[src/rtl/mem_arbiter.sv]
`default_nettype none
// ============================================================================
// Module      : mem_arbiter
// Description : Round-robin arbiter that shares one single-port memory bus
//               between the instruction-fetch (IF) and load-store (LS) ports.
// Revision    : 1.0 - initial release
// ============================================================================
module mem_arbiter #(
    parameter int DATA_WIDTH     = 32,
    parameter int TIMEOUT_CYCLES = 255
) (
    input  logic                  clk_i,
    input  logic                  rst_ni,
    input  logic                  if_req_i,
    input  logic [DATA_WIDTH-1:0] if_addr_i,
    output logic                  if_gnt_o,
    output logic                  if_rvalid_o,
    output logic [DATA_WIDTH-1:0] if_rdata_o,
    input  logic                  ls_req_i,
    input  logic                  ls_we_i,
    input  logic [DATA_WIDTH-1:0] ls_addr_i,
    input  logic [DATA_WIDTH-1:0] ls_wdata_i,
    output logic                  ls_gnt_o,
    output logic                  ls_rvalid_o,
    output logic [DATA_WIDTH-1:0] ls_rdata_o,
    output logic                  err_o,
    output logic                  mem_req_o,
    output logic                  mem_we_o,
    output logic [DATA_WIDTH-1:0] mem_addr_o,
    output logic [DATA_WIDTH-1:0] mem_wdata_o,
    input  logic                  mem_ack_i,
    input  logic [DATA_WIDTH-1:0] mem_rdata_i
);

    localparam logic [15:0] c_TMO_LAST = 16'(TIMEOUT_CYCLES - 1);

    typedef enum logic [1:0] {
        S_IDLE    = 2'd0,
        S_BUSY_IF = 2'd1,
        S_BUSY_LS = 2'd2
    } state_t;

    state_t                r_state;
    logic                  r_last_ls;
    logic [15:0]           r_cnt;
    logic                  r_if_rvalid;
    logic                  r_ls_rvalid;
    logic                  r_err;
    logic [DATA_WIDTH-1:0] r_if_rdata;
    logic [DATA_WIDTH-1:0] r_ls_rdata;
    logic                  r_mem_req;
    logic                  r_mem_we;
    logic [DATA_WIDTH-1:0] r_mem_addr;
    logic [DATA_WIDTH-1:0] r_mem_wdata;

    logic                  w_idle;
    logic                  w_if_gnt;
    logic                  w_ls_gnt;

    // On a tie the requester that did not own the previous transfer wins.
    assign w_idle   = (r_state == S_IDLE);
    assign w_if_gnt = w_idle && if_req_i && (!ls_req_i || r_last_ls);
    assign w_ls_gnt = w_idle && ls_req_i && (!if_req_i || !r_last_ls);

    assign if_gnt_o    = w_if_gnt;
    assign ls_gnt_o    = w_ls_gnt;
    assign if_rvalid_o = r_if_rvalid;
    assign ls_rvalid_o = r_ls_rvalid;
    assign if_rdata_o  = r_if_rdata;
    assign ls_rdata_o  = r_ls_rdata;
    assign err_o       = r_err;
    assign mem_req_o   = r_mem_req;
    assign mem_we_o    = r_mem_we;
    assign mem_addr_o  = r_mem_addr;
    assign mem_wdata_o = r_mem_wdata;

    always_ff @(posedge clk_i or negedge rst_ni) begin
        if (!rst_ni) begin
            r_state     <= S_IDLE;
            r_last_ls   <= 1'b0;
            r_cnt       <= '0;
            r_if_rvalid <= 1'b0;
            r_ls_rvalid <= 1'b0;
            r_err       <= 1'b0;
            r_if_rdata  <= '0;
            r_ls_rdata  <= '0;
            r_mem_req   <= 1'b0;
            r_mem_we    <= 1'b0;
            r_mem_addr  <= '0;
            r_mem_wdata <= '0;
        end else begin
            r_if_rvalid <= 1'b0;
            r_ls_rvalid <= 1'b0;
            r_err       <= 1'b0;
            case (r_state)
                S_IDLE: begin
                    if (w_if_gnt) begin
                        r_mem_req   <= 1'b1;
                        r_mem_we    <= 1'b0;
                        r_mem_addr  <= if_addr_i;
                        r_mem_wdata <= '0;
                        r_last_ls   <= 1'b0;
                        r_cnt       <= '0;
                        r_state     <= S_BUSY_IF;
                    end else if (w_ls_gnt) begin
                        r_mem_req   <= 1'b1;
                        r_mem_we    <= ls_we_i;
                        r_mem_addr  <= ls_addr_i;
                        r_mem_wdata <= ls_wdata_i;
                        r_last_ls   <= 1'b1;
                        r_cnt       <= '0;
                        r_state     <= S_BUSY_LS;
                    end
                end
                S_BUSY_IF, S_BUSY_LS: begin
                    // An ack on the final allowed cycle still completes normally.
                    if (mem_ack_i) begin
                        r_mem_req <= 1'b0;
                        r_mem_we  <= 1'b0;
                        r_state   <= S_IDLE;
                        if (r_state == S_BUSY_IF) begin
                            r_if_rvalid <= 1'b1;
                            r_if_rdata  <= mem_rdata_i;
                        end else begin
                            r_ls_rvalid <= 1'b1;
                            r_ls_rdata  <= r_mem_we ? '0 : mem_rdata_i;
                        end
                    end else if (r_cnt == c_TMO_LAST) begin
                        r_mem_req <= 1'b0;
                        r_err     <= 1'b1;
                        r_state   <= S_IDLE;
                        if (r_state == S_BUSY_IF) begin
                            r_if_rvalid <= 1'b1;
                            r_if_rdata  <= '0;
                        end else begin
                            r_ls_rvalid <= 1'b1;
                            r_ls_rdata  <= '0;
                        end
                    end else begin
                        r_cnt <= r_cnt + 16'd1;
                    end
                end
                default: r_state <= S_IDLE;
            endcase
        end
    end

endmodule
`default_nettype wire

[config.mk]
export PLATFORM = sky130hd
export DESIGN_NAME = mem_arbiter
export DESIGN_NICKNAME = d
export VERILOG_FILES = /design/src/rtl/mem_arbiter.sv
export SDC_FILE = /design/constraint.sdc
export NUM_CORES = 1
export LEC_CHECK = 0
export BUFFER_PORTS_ARGS = -buffer_cell sky130_fd_sc_hd__buf_2
export CAP_MARGIN = 20
export CORE_UTILIZATION = 38
export CTS_BUF_LIST = sky130_fd_sc_hd__clkbuf_2 sky130_fd_sc_hd__clkbuf_4 sky130_fd_sc_hd__clkbuf_8
export CTS_CLUSTER_SIZE = 28
export DETAILED_ROUTE_END_ITERATION = 8
export GPL_TIMING_DRIVEN = 1
export PLACE_DENSITY = 0.75
export SYNTH_ARGS = -nofsm -noshare
export SYNTH_HDL_FRONTEND = slang
export SYNTH_SLANG_ARGS = --single-unit
[constraint.sdc]
create_clock -name clk_i -period 5.2 [get_ports clk_i]
set_clock_uncertainty 0.05 [all_clocks]
set_input_delay 0.26 -clock clk_i [delete_from_list [all_inputs] [get_ports clk_i]]
set_output_delay 0.26 -clock clk_i [all_outputs]
set_load 0.05 [all_outputs]
==> impl_metrics.csv, run 1 <==
group,metric,value,unit
detailed_routing,avgViaCountPerCell,5.18,
place,gp_congestion,0.827,
cells_and_area,final_core_util,0.547,
detailed_routing,drtPass1Iterations,5,
synthesis,synthXorXnorAreaFrac,0,
sta,tightestPinTransition,0.952,ns
cts,cts_sinks,152,
cells_and_area,nFillCells,1412,
worst_setup_path,path_buf_inv,3,
worst_setup_path,crit_type,"flip-flop to primary output",
worst_setup_path,cp-start-kind,"flip-flop",
cts,path_clk_slew,0.10,ns
die,die_h,132,um
sta,hold_viol,0,
synthesis,avgSynthCellArea,12.3,um2
power,leakagePower,4.52,nW
cells_and_area,final_area,9000,um2
place,dp_hpwl,11000,um
die,num_io_pins,269,
detailed_routing,routedWlPerCell,16.0,um
cts,h-tree-depth,4,
worst_setup_path,slowest_stage,"inv_2",
die,num_rows,47,
synthesis,synth_cells,521,
cts,clock_latency,0.44,ns
synthesis,syn_nets,659,
cts,cts_root_buffer,"clkbuf_8",
sta,tns,0,ns
power,power.switching,3.53,mW
detailed_routing,drcViolationCount,0,
power,pwr-share-clk,0.135,
cts,cts_buffers,17,
run,cap_violations,0,
synthesis,ys_seq_elements,152,
worst_setup_path,cp-end-kind,"primary output",
cells_and_area,layout-drive-gt1-share,0.375,
global_routing,grt_pass1_vias,5568,
worst_setup_path,critPathRequiredTime,4.89,ns
sta,fin_ws,2.35,ns
global_routing,track_usage,0.204,
power,p_sw_frac,0.538,
cts,cts_tree,"built",
worst_setup_path,critical_path.max_stage_delay,0.70,ns
global_routing,antenna_found_initial,0,
detailed_routing,drt-initial-drc-count,323,
synthesis,synth_compound_area_frac,0.199,
power,p_comb_frac,0.562,
synthesis,async_flop_share,1.00,
cells_and_area,area_delta_synth_final,41.0,%
place,port_buffers,268,
sta,finalSetupViolCount,0,
die,start_util,0.388,
worst_setup_path,crit_chain,"inv_1 -> ha_1 -> o211ai_1 -> inv_2 -> buf_2",
synthesis,synth_top_family_by_area,"compound AO/OA/AOI/OAI gates",
sta,final_max_slew_viol_count,0,
sta,fmaxAchievable,0.351,GHz
synthesis,ys_warn_count,0,
synthesis,yosys.cell_types.count,52,
power,power.density,730,nW/um2
place,pre_cts_ws,2.49,ns
power,ir_worst_vdd,0.501,mV
hold_path,worstHoldPathType,"input pin to flip-flop",
worst_setup_path,crit_fanout,34,
synthesis,muxShareOfSynthArea,0.0564,
synthesis,synth_area,6380,um2
synthesis,synth_edf_count,0,
power,power_frac_seq,0.303,
sta,max-slew-margin-rel,0.365,
detailed_routing,vias,5596,
sta,final.min_clock_period,2.85,ns
global_routing,grt_pass1_wl,28200,um
global_routing,grt_max_degree,114,
place,place_area,7850,um2
cts,max-clock-path-buffers,2,
sta,rsz0062_at_grt,"false",
synthesis,synth_flop_cell,"dfrtp_1",
outcome,status,"finished, final reports clean",
detailed_routing,detail-route-antenna-nets,0,
worst_setup_path,cp.arrival,2.54,ns
die,dieArea,17300,um2
place,place_inst,976,
power,totalPowerFinal,6.57,mW
sta,whs,0.0480,ns
die,coreArea,16500,um2
cells_and_area,antenna_cells,0,
synthesis,seq_area_frac_synth,0.596,
worst_setup_path,crit_family,"buffers and inverters",
die,die_w,132,um
detailed_routing,drt-total-wl,17200,um
cells_and_area,layout.cells.non_filler,1081,
cells_and_area,finalNetCount,986,
global_routing,gr-total-overflow,0,
sta,min_period_over_period,0.547,
synthesis,synthAdderAreaFrac,0.00784,
synthesis,yosys.area_share.simple,0.101,
power,p_int,3.03,mW
[layer usage]
layer	global-route usage	share of wire	vias to the layer above
met5	0	0	-
met4	0.0891	0.023	0
met3	0.0451	0.054	30
met2	0.332	0.48	229
met1	0.261	0.44	2725
li1	-	-	2612
[Yosys cell counts (2+ instances only)]
library cell / count / area, um2
and3_1: 5 / 31.3
nor4_1: 6 / 37.5
nor2_1: 6 / 22.5
buf_2: 9 / 45.0
a21oi_1: 4 / 20.0
clkbuf_1: 21 / 78.8
dfrtp_1: 152 / 3800
nand3_1: 15 / 75.1
inv_2: 6 / 22.5
o2bb2ai_1: 2 / 17.5
o21ai_1: 18 / 90.1
nor4b_1: 3 / 26.3
nor3_1: 3 / 15.0
mux2i_1: 36 / 360
and4b_1: 2 / 20.0
o211ai_1: 6 / 45.0
ha_1: 4 / 50.1
nand2_1: 54 / 203
a22o_1: 96 / 841
o21ai_0: 25 / 125
nand4_1: 2 / 12.5
inv_1: 5 / 18.8
buf_6: 6 / 67.6
or4_1: 5 / 37.5
a211o_1: 3 / 26.3
[area by class of cell]
| class | instances | area, um2 | share of cell area |
|---|---|---|---|
| clock buffer | 17 | 234 | 0.0260 |
| timing repair buffer | 346 | 2130 | 0.237 |
| multi-input combinational | 320 | 2350 | 0.261 |
| sequential | 152 | 3800 | 0.423 |
| clock inverter | 15 | 168 | 0.0186 |
| inverter | 11 | 41.3 | 0.00459 |
| tap | 220 | 275 | 0.0306 |
[logic make-up (layout without fill, tap and decap cells)]
family / after synthesis / count (layout)
mux: 36 / 36
buf+inv: 49 / 389
simple gates: 115 / 115
compound gates: 165 / 165
fa+ha+maj: 4 / 4
flops: 152 / 152
[flip-flops by register name, indices dropped and copies added (netlist names)]
register     count
if_rvalid_o      1
mem_wdata_o     32
r_state          2
err_o            1
ls_rdata_o      32
if_rdata_o      32
mem_req_o        1
r_cnt           16
ls_rvalid_o      1
r_last_ls        1
mem_addr_o      32
mem_we_o         1
[worst register-to-register path, stage by stage (launching register included)]
cell and delay [ns]:
dfrtp_1 0.40, inv_1 0.08, ha_1 0.29, o211ai_1 0.20, inv_2 0.70, mux2i_1 0.32
dlygate4sd3_1 0.57, o21ai_1 0.06
[layout by cell type (no fill, tap or decap), types with 2 or more instances in the layout]
| master | instances |
|---|---|
| nor4_4 | 2 |
| nand4_1 | 2 |
| and3_1 | 5 |
| nor2_1 | 6 |
| or4_1 | 5 |
| a21oi_1 | 4 |
| nor3_1 | 3 |
| nand3_1 | 15 |
| inv_1 | 5 |
| inv_8 | 4 |
| nand2_1 | 54 |
| o21ai_1 | 17 |
| inv_6 | 4 |
| buf_2 | 267 |
| clkinvlp_4 | 3 |
| a211o_1 | 3 |
| nor4b_1 | 3 |
| clkinv_8 | 4 |
| inv_2 | 6 |
| o211ai_1 | 6 |
| a22o_1 | 96 |
| and4b_1 | 2 |
| mux2i_1 | 36 |
| buf_4 | 5 |
| clkbuf_8 | 17 |
| nor4_1 | 6 |
| ha_1 | 4 |
| dfrtp_1 | 152 |
| o2bb2ai_1 | 2 |
| dlygate4sd3_1 | 72 |
| o21ai_0 | 25 |
[power groups by stage]
stage               Sequential, mW  Clock, mW  Combinational (mW)
floorplan                     3.64          0                1.17
global placement              1.99          0                3.59
detailed placement            1.99          0                3.65
CTS                           1.98      0.920                3.69
global route                  2.04      0.977                3.87
finish                        1.99      0.890                3.69
[repair_timing]
item,CTS,global route
resized for setup,0,0
endpoints found under the hold margin,213,0
buffers inserted,0,0
hold buffers,72,0
[path summary, 6_finish.rpt]
check | from | endpoint | slack, ns | cells after the start
setup / recovery | r_state[1]$_DFFE_PN0P_ | if_gnt_o | 2.35 | 5
hold / removal | if_addr_i[30] | mem_addr_o[30]$_DFFE_PN0P_ | 0.05 | 3
setup reg to reg | r_state[1]$_DFFE_PN0P_ | mem_addr_o[26]$_DFFE_PN0P_ | 2.39 | 7
hold reg to reg | mem_addr_o[22]$_DFFE_PN0P_ | mem_addr_o[22]$_DFFE_PN0P_ | 0.43 | 2
max in group asynchronous | rst_ni | ls_rdata_o[10]$_DFFE_PN0P_ | 3.61 | 4
min in group asynchronous | rst_ni | r_cnt[5]$_DFFE_PN0P_ | 0.25 | 2
No activity file was read; power rests on OpenSTA's default activity.
==> run 2: changes to the inputs <==
Settings changed: ABC_AREA set to 1, PLACE_DENSITY 0.75 to 0.74.
Clock period 5.2 ns to 2.75 ns, I/O delays scaled along.
==> run 2 against run 1 <==
Effect of this change:
- clock power increased by 110%
- synthesized cell count increased by 59%
- non-clock buffer count increased by 66
- register-to-register slack got worse by 2.3 ns
- clock-buffer cell count unchanged
- final cell count increased by 34%
- die area increased by 9.9%
- combinational power increased by 81%
- critical path depth increased by 2
- critical endpoint is now mem_addr_o[19]$_DFFE_PN0P_
==> impl_metrics.csv, run 2 <==
group,metric,value,unit
power,leakagePower,5.29,nW
cts,cts_sinks,152,
cts,path_clk_slew,0.08,ns
run,cap_violations,0,
synthesis,yosys.cell_types.count,29,
synthesis,async_flop_share,1.00,
synthesis,synth_cells,827,
cells_and_area,finalNetCount,1346,
cells_and_area,antenna_cells,0,
cells_and_area,mostFrequentLayoutCell,"nand2_1",
worst_setup_path,critical_path.max_stage_delay,0.57,ns
synthesis,ys_warn_count,0,
power,p_sw_frac,0.513,
die,num_rows,49,
cts,clock_latency,0.44,ns
global_routing,grt_max_degree,75,
cells_and_area,final_cell_mix,"nand2_1, buf_2, dfrtp_1, dlygate4sd3_1, nand3_1",
power,p_int,5.84,mW
cts,post-cts-setup-buffer-count,0,
cells_and_area,final_area,10200,um2
die,num_io_pins,269,
power,p_comb_frac,0.555,
synthesis,synth.area.top_cells,"dfrtp_1, nand2_1, o21ai_2",
sta,final_max_slew_viol_count,0,
cells_and_area,layout-drive-gt1-share,0.304,
power,power_frac_seq,0.286,
synthesis,seq_area_frac_synth,0.541,
synthesis,ys_seq_elements,152,
synthesis,avgSynthCellArea,8.50,um2
sta,min_period_over_period,0.964,
die,die_w,138,um
place,dp_hpwl,13100,um
sta,fmaxAchievable,0.377,GHz
detailed_routing,drt-initial-drc-count,356,
detailed_routing,vias,7140,
worst_setup_path,cp.arrival,2.98,ns
cells_and_area,nFillCells,1527,
power,ir_worst_vdd,0.719,mV
power,power.switching,6.16,mW
synthesis,synth_edf_count,0,
worst_setup_path,path_buf_inv,3,
cts,cts_root_buffer,"clkbuf_8",
global_routing,grt_pass1_wl,32700,um
synthesis,synth_area,7030,um2
sta,rsz0062_at_grt,"false",
die,dieArea,19000,um2
die,coreArea,18000,um2
power,power.density,1170,nW/um2
worst_setup_path,cp-start-kind,"flip-flop",
worst_setup_path,cp-end-kind,"flip-flop",
sta,tightestPinTransition,0.694,ns
sta,final.min_clock_period,2.65,ns
die,start_util,0.390,
cells_and_area,final_core_util,0.568,
detailed_routing,routedWlPerCell,14.7,um
place,place_area,8510,um2
synthesis,synth_flop_cell,"dfrtp_1",
cts,cts_tree,"built",
global_routing,track_usage,0.221,
cts,post_cts_resized,0,
cells_and_area,area_delta_synth_final,45.8,%
worst_setup_path,crit_family,"buffers and inverters",
global_routing,antenna_found_initial,0,
die,die_h,138,um
cells_and_area,seq_area,3800,um2
outcome,status,"finished, final reports clean",
worst_setup_path,crit_fanout,52,
synthesis,synthTopCellsByCount,"nand2_1, dfrtp_1, nand3_1, nor2_1, o21ai_2",
detailed_routing,drt-total-wl,21300,um
synthesis,syn_nets,965,
global_routing,gr-total-overflow,0,
place,port_buffers,268,
synthesis,yosysTopAreaCellShare,0.541,
power,pwr-share-clk,0.159,
detailed_routing,drtPass1Iterations,5,
worst_setup_path,crit_type,"flip-flop to flip-flop",
sta,max-slew-margin-rel,0.537,
sta,finalSetupViolCount,0,
detailed_routing,drcViolationCount,0,
cells_and_area,multi_input_area,2820,um2
worst_setup_path,critPathRequiredTime,3.08,ns
sta,tns,0,ns
cts,cts_buffers,17,
cts,max-clock-path-buffers,2,
detailed_routing,avgViaCountPerCell,4.93,
synthesis,yosys.area.top_type,"dfrtp_1",
detailed_routing,detail-route-antenna-nets,0,
global_routing,grt_pass1_vias,6851,
worst_setup_path,crit_chain,"inv_1 -> ha_1 -> o211ai_4 -> buf_4 -> nand2_1 -> a31oi_1 -> dlygate4sd3_1",
cts,h-tree-depth,4,
worst_setup_path,slowest_stage,"dlygate4sd3_1",
sta,hold_viol,0,
place,gp_congestion,0.864,
synthesis,yosysMostFrequentCell,"nand2_1",
hold_path,worstHoldPathType,"input pin to flip-flop",
[run 2: stage by stage]
| step | cells | setup WS (ns) | power (mW) | hold slack (ns) |
|---|---|---|---|---|
| floorplan | 827 | 0.808 | 8.06 | -0.208 |
| global placement | 1287 | 0.864 | 9.37 | 0.147 |
| detailed placement | 1287 | 0.705 | 9.46 | 0.154 |
| CTS | 1448 | 0.193 | 12.0 | 0.0425 |
| global route | 1448 | 0.0111 | 12.7 | 0.0671 |
| finish | 1448 | 0.0981 | 12.0 | 0.0809 |
[run 2: per-layer routing]
| layer | wire length (um) | vias up | global-route usage |
|---|---|---|---|
| met5 | 0 | - | 0 |
| met4 | 646 | 0 | 0.0960 |
| met3 | 1600 | 62 | 0.0614 |
| met2 | 10000 | 328 | 0.353 |
| met1 | 9080 | 3318 | 0.279 |
| li1 | - | 3432 | - |
[run 2: path summary, 6_finish.rpt]
check | end | cells past startpoint | startpoint | slack, ns
max | mem_addr_o[19]$_DFFE_PN0P_ | 7 | r_state[0]$_DFFE_PN0P_ | 0.1
min | r_last_ls$_DFFE_PN0P_ | 3 | ls_req_i | 0.08
max reg2reg | mem_addr_o[19]$_DFFE_PN0P_ | 7 | r_state[0]$_DFFE_PN0P_ | 0.1
min reg2reg | r_state[1]$_DFFE_PN0P_ | 2 | r_state[1]$_DFFE_PN0P_ | 0.43
max in group asynchronous | r_cnt[10]$_DFFE_PN0P_ | 3 | rst_ni | 1.65
min in group asynchronous | if_rdata_o[23]$_DFFE_PN0P_ | 2 | rst_ni | 0.20
[run 2: cell families (layout without fill, tap and decap cells)]
logic type,count (synthesis),in the layout,share of synthesized area
AOI/OAI and AO/OA,104,104,0.106
xor gates and xnor gates,5,5,0.00623
adders and majority gates,4,4,0.00712
buffers and inverters,81,473,0.0595
DFF,152,152,0.541
and+or+nand+nor,481,481,0.280
[run 2: power groups by stage]
| stage | clock network, mW | logic, mW | registers [mW] |
|---|---|---|---|
| after floorplan | 0 | 2.14 | 5.92 |
| after global placement | 0 | 5.94 | 3.43 |
| after detailed placement | 0 | 6.03 | 3.44 |
| after CTS | 1.95 | 6.60 | 3.41 |
| after global routing | 2.06 | 7.12 | 3.53 |
| final | 1.90 | 6.67 | 3.44 |
[run 2: worst reg2reg max path, cell delays in order, from the launching register on]
cell and delay [ns]:
dfrtp_1 0.38, inv_1 0.05, ha_1 0.27, o211ai_4 0.26, buf_4 0.56, nand2_1 0.22
a31oi_1 0.24, dlygate4sd3_1 0.57
[run 2: area by class of cell]
class | instances | area share
well taps | 229 | 0.0280
inverters | 31 | 0.0114
flip-flops and latches | 152 | 0.371
repair buffers | 412 | 0.273
multi-input cells | 594 | 0.275
clock inverters | 13 | 0.0188
clock buffers | 17 | 0.0228
[run 2: repair_timing]
| item | 4_1_cts | 5_1_grt |
|---|---|---|
| setup endpoints to repair | 0 | 0 |
| hold buffers | 131 | 0 |
| endpoints found under the hold margin | 201 | 0 |
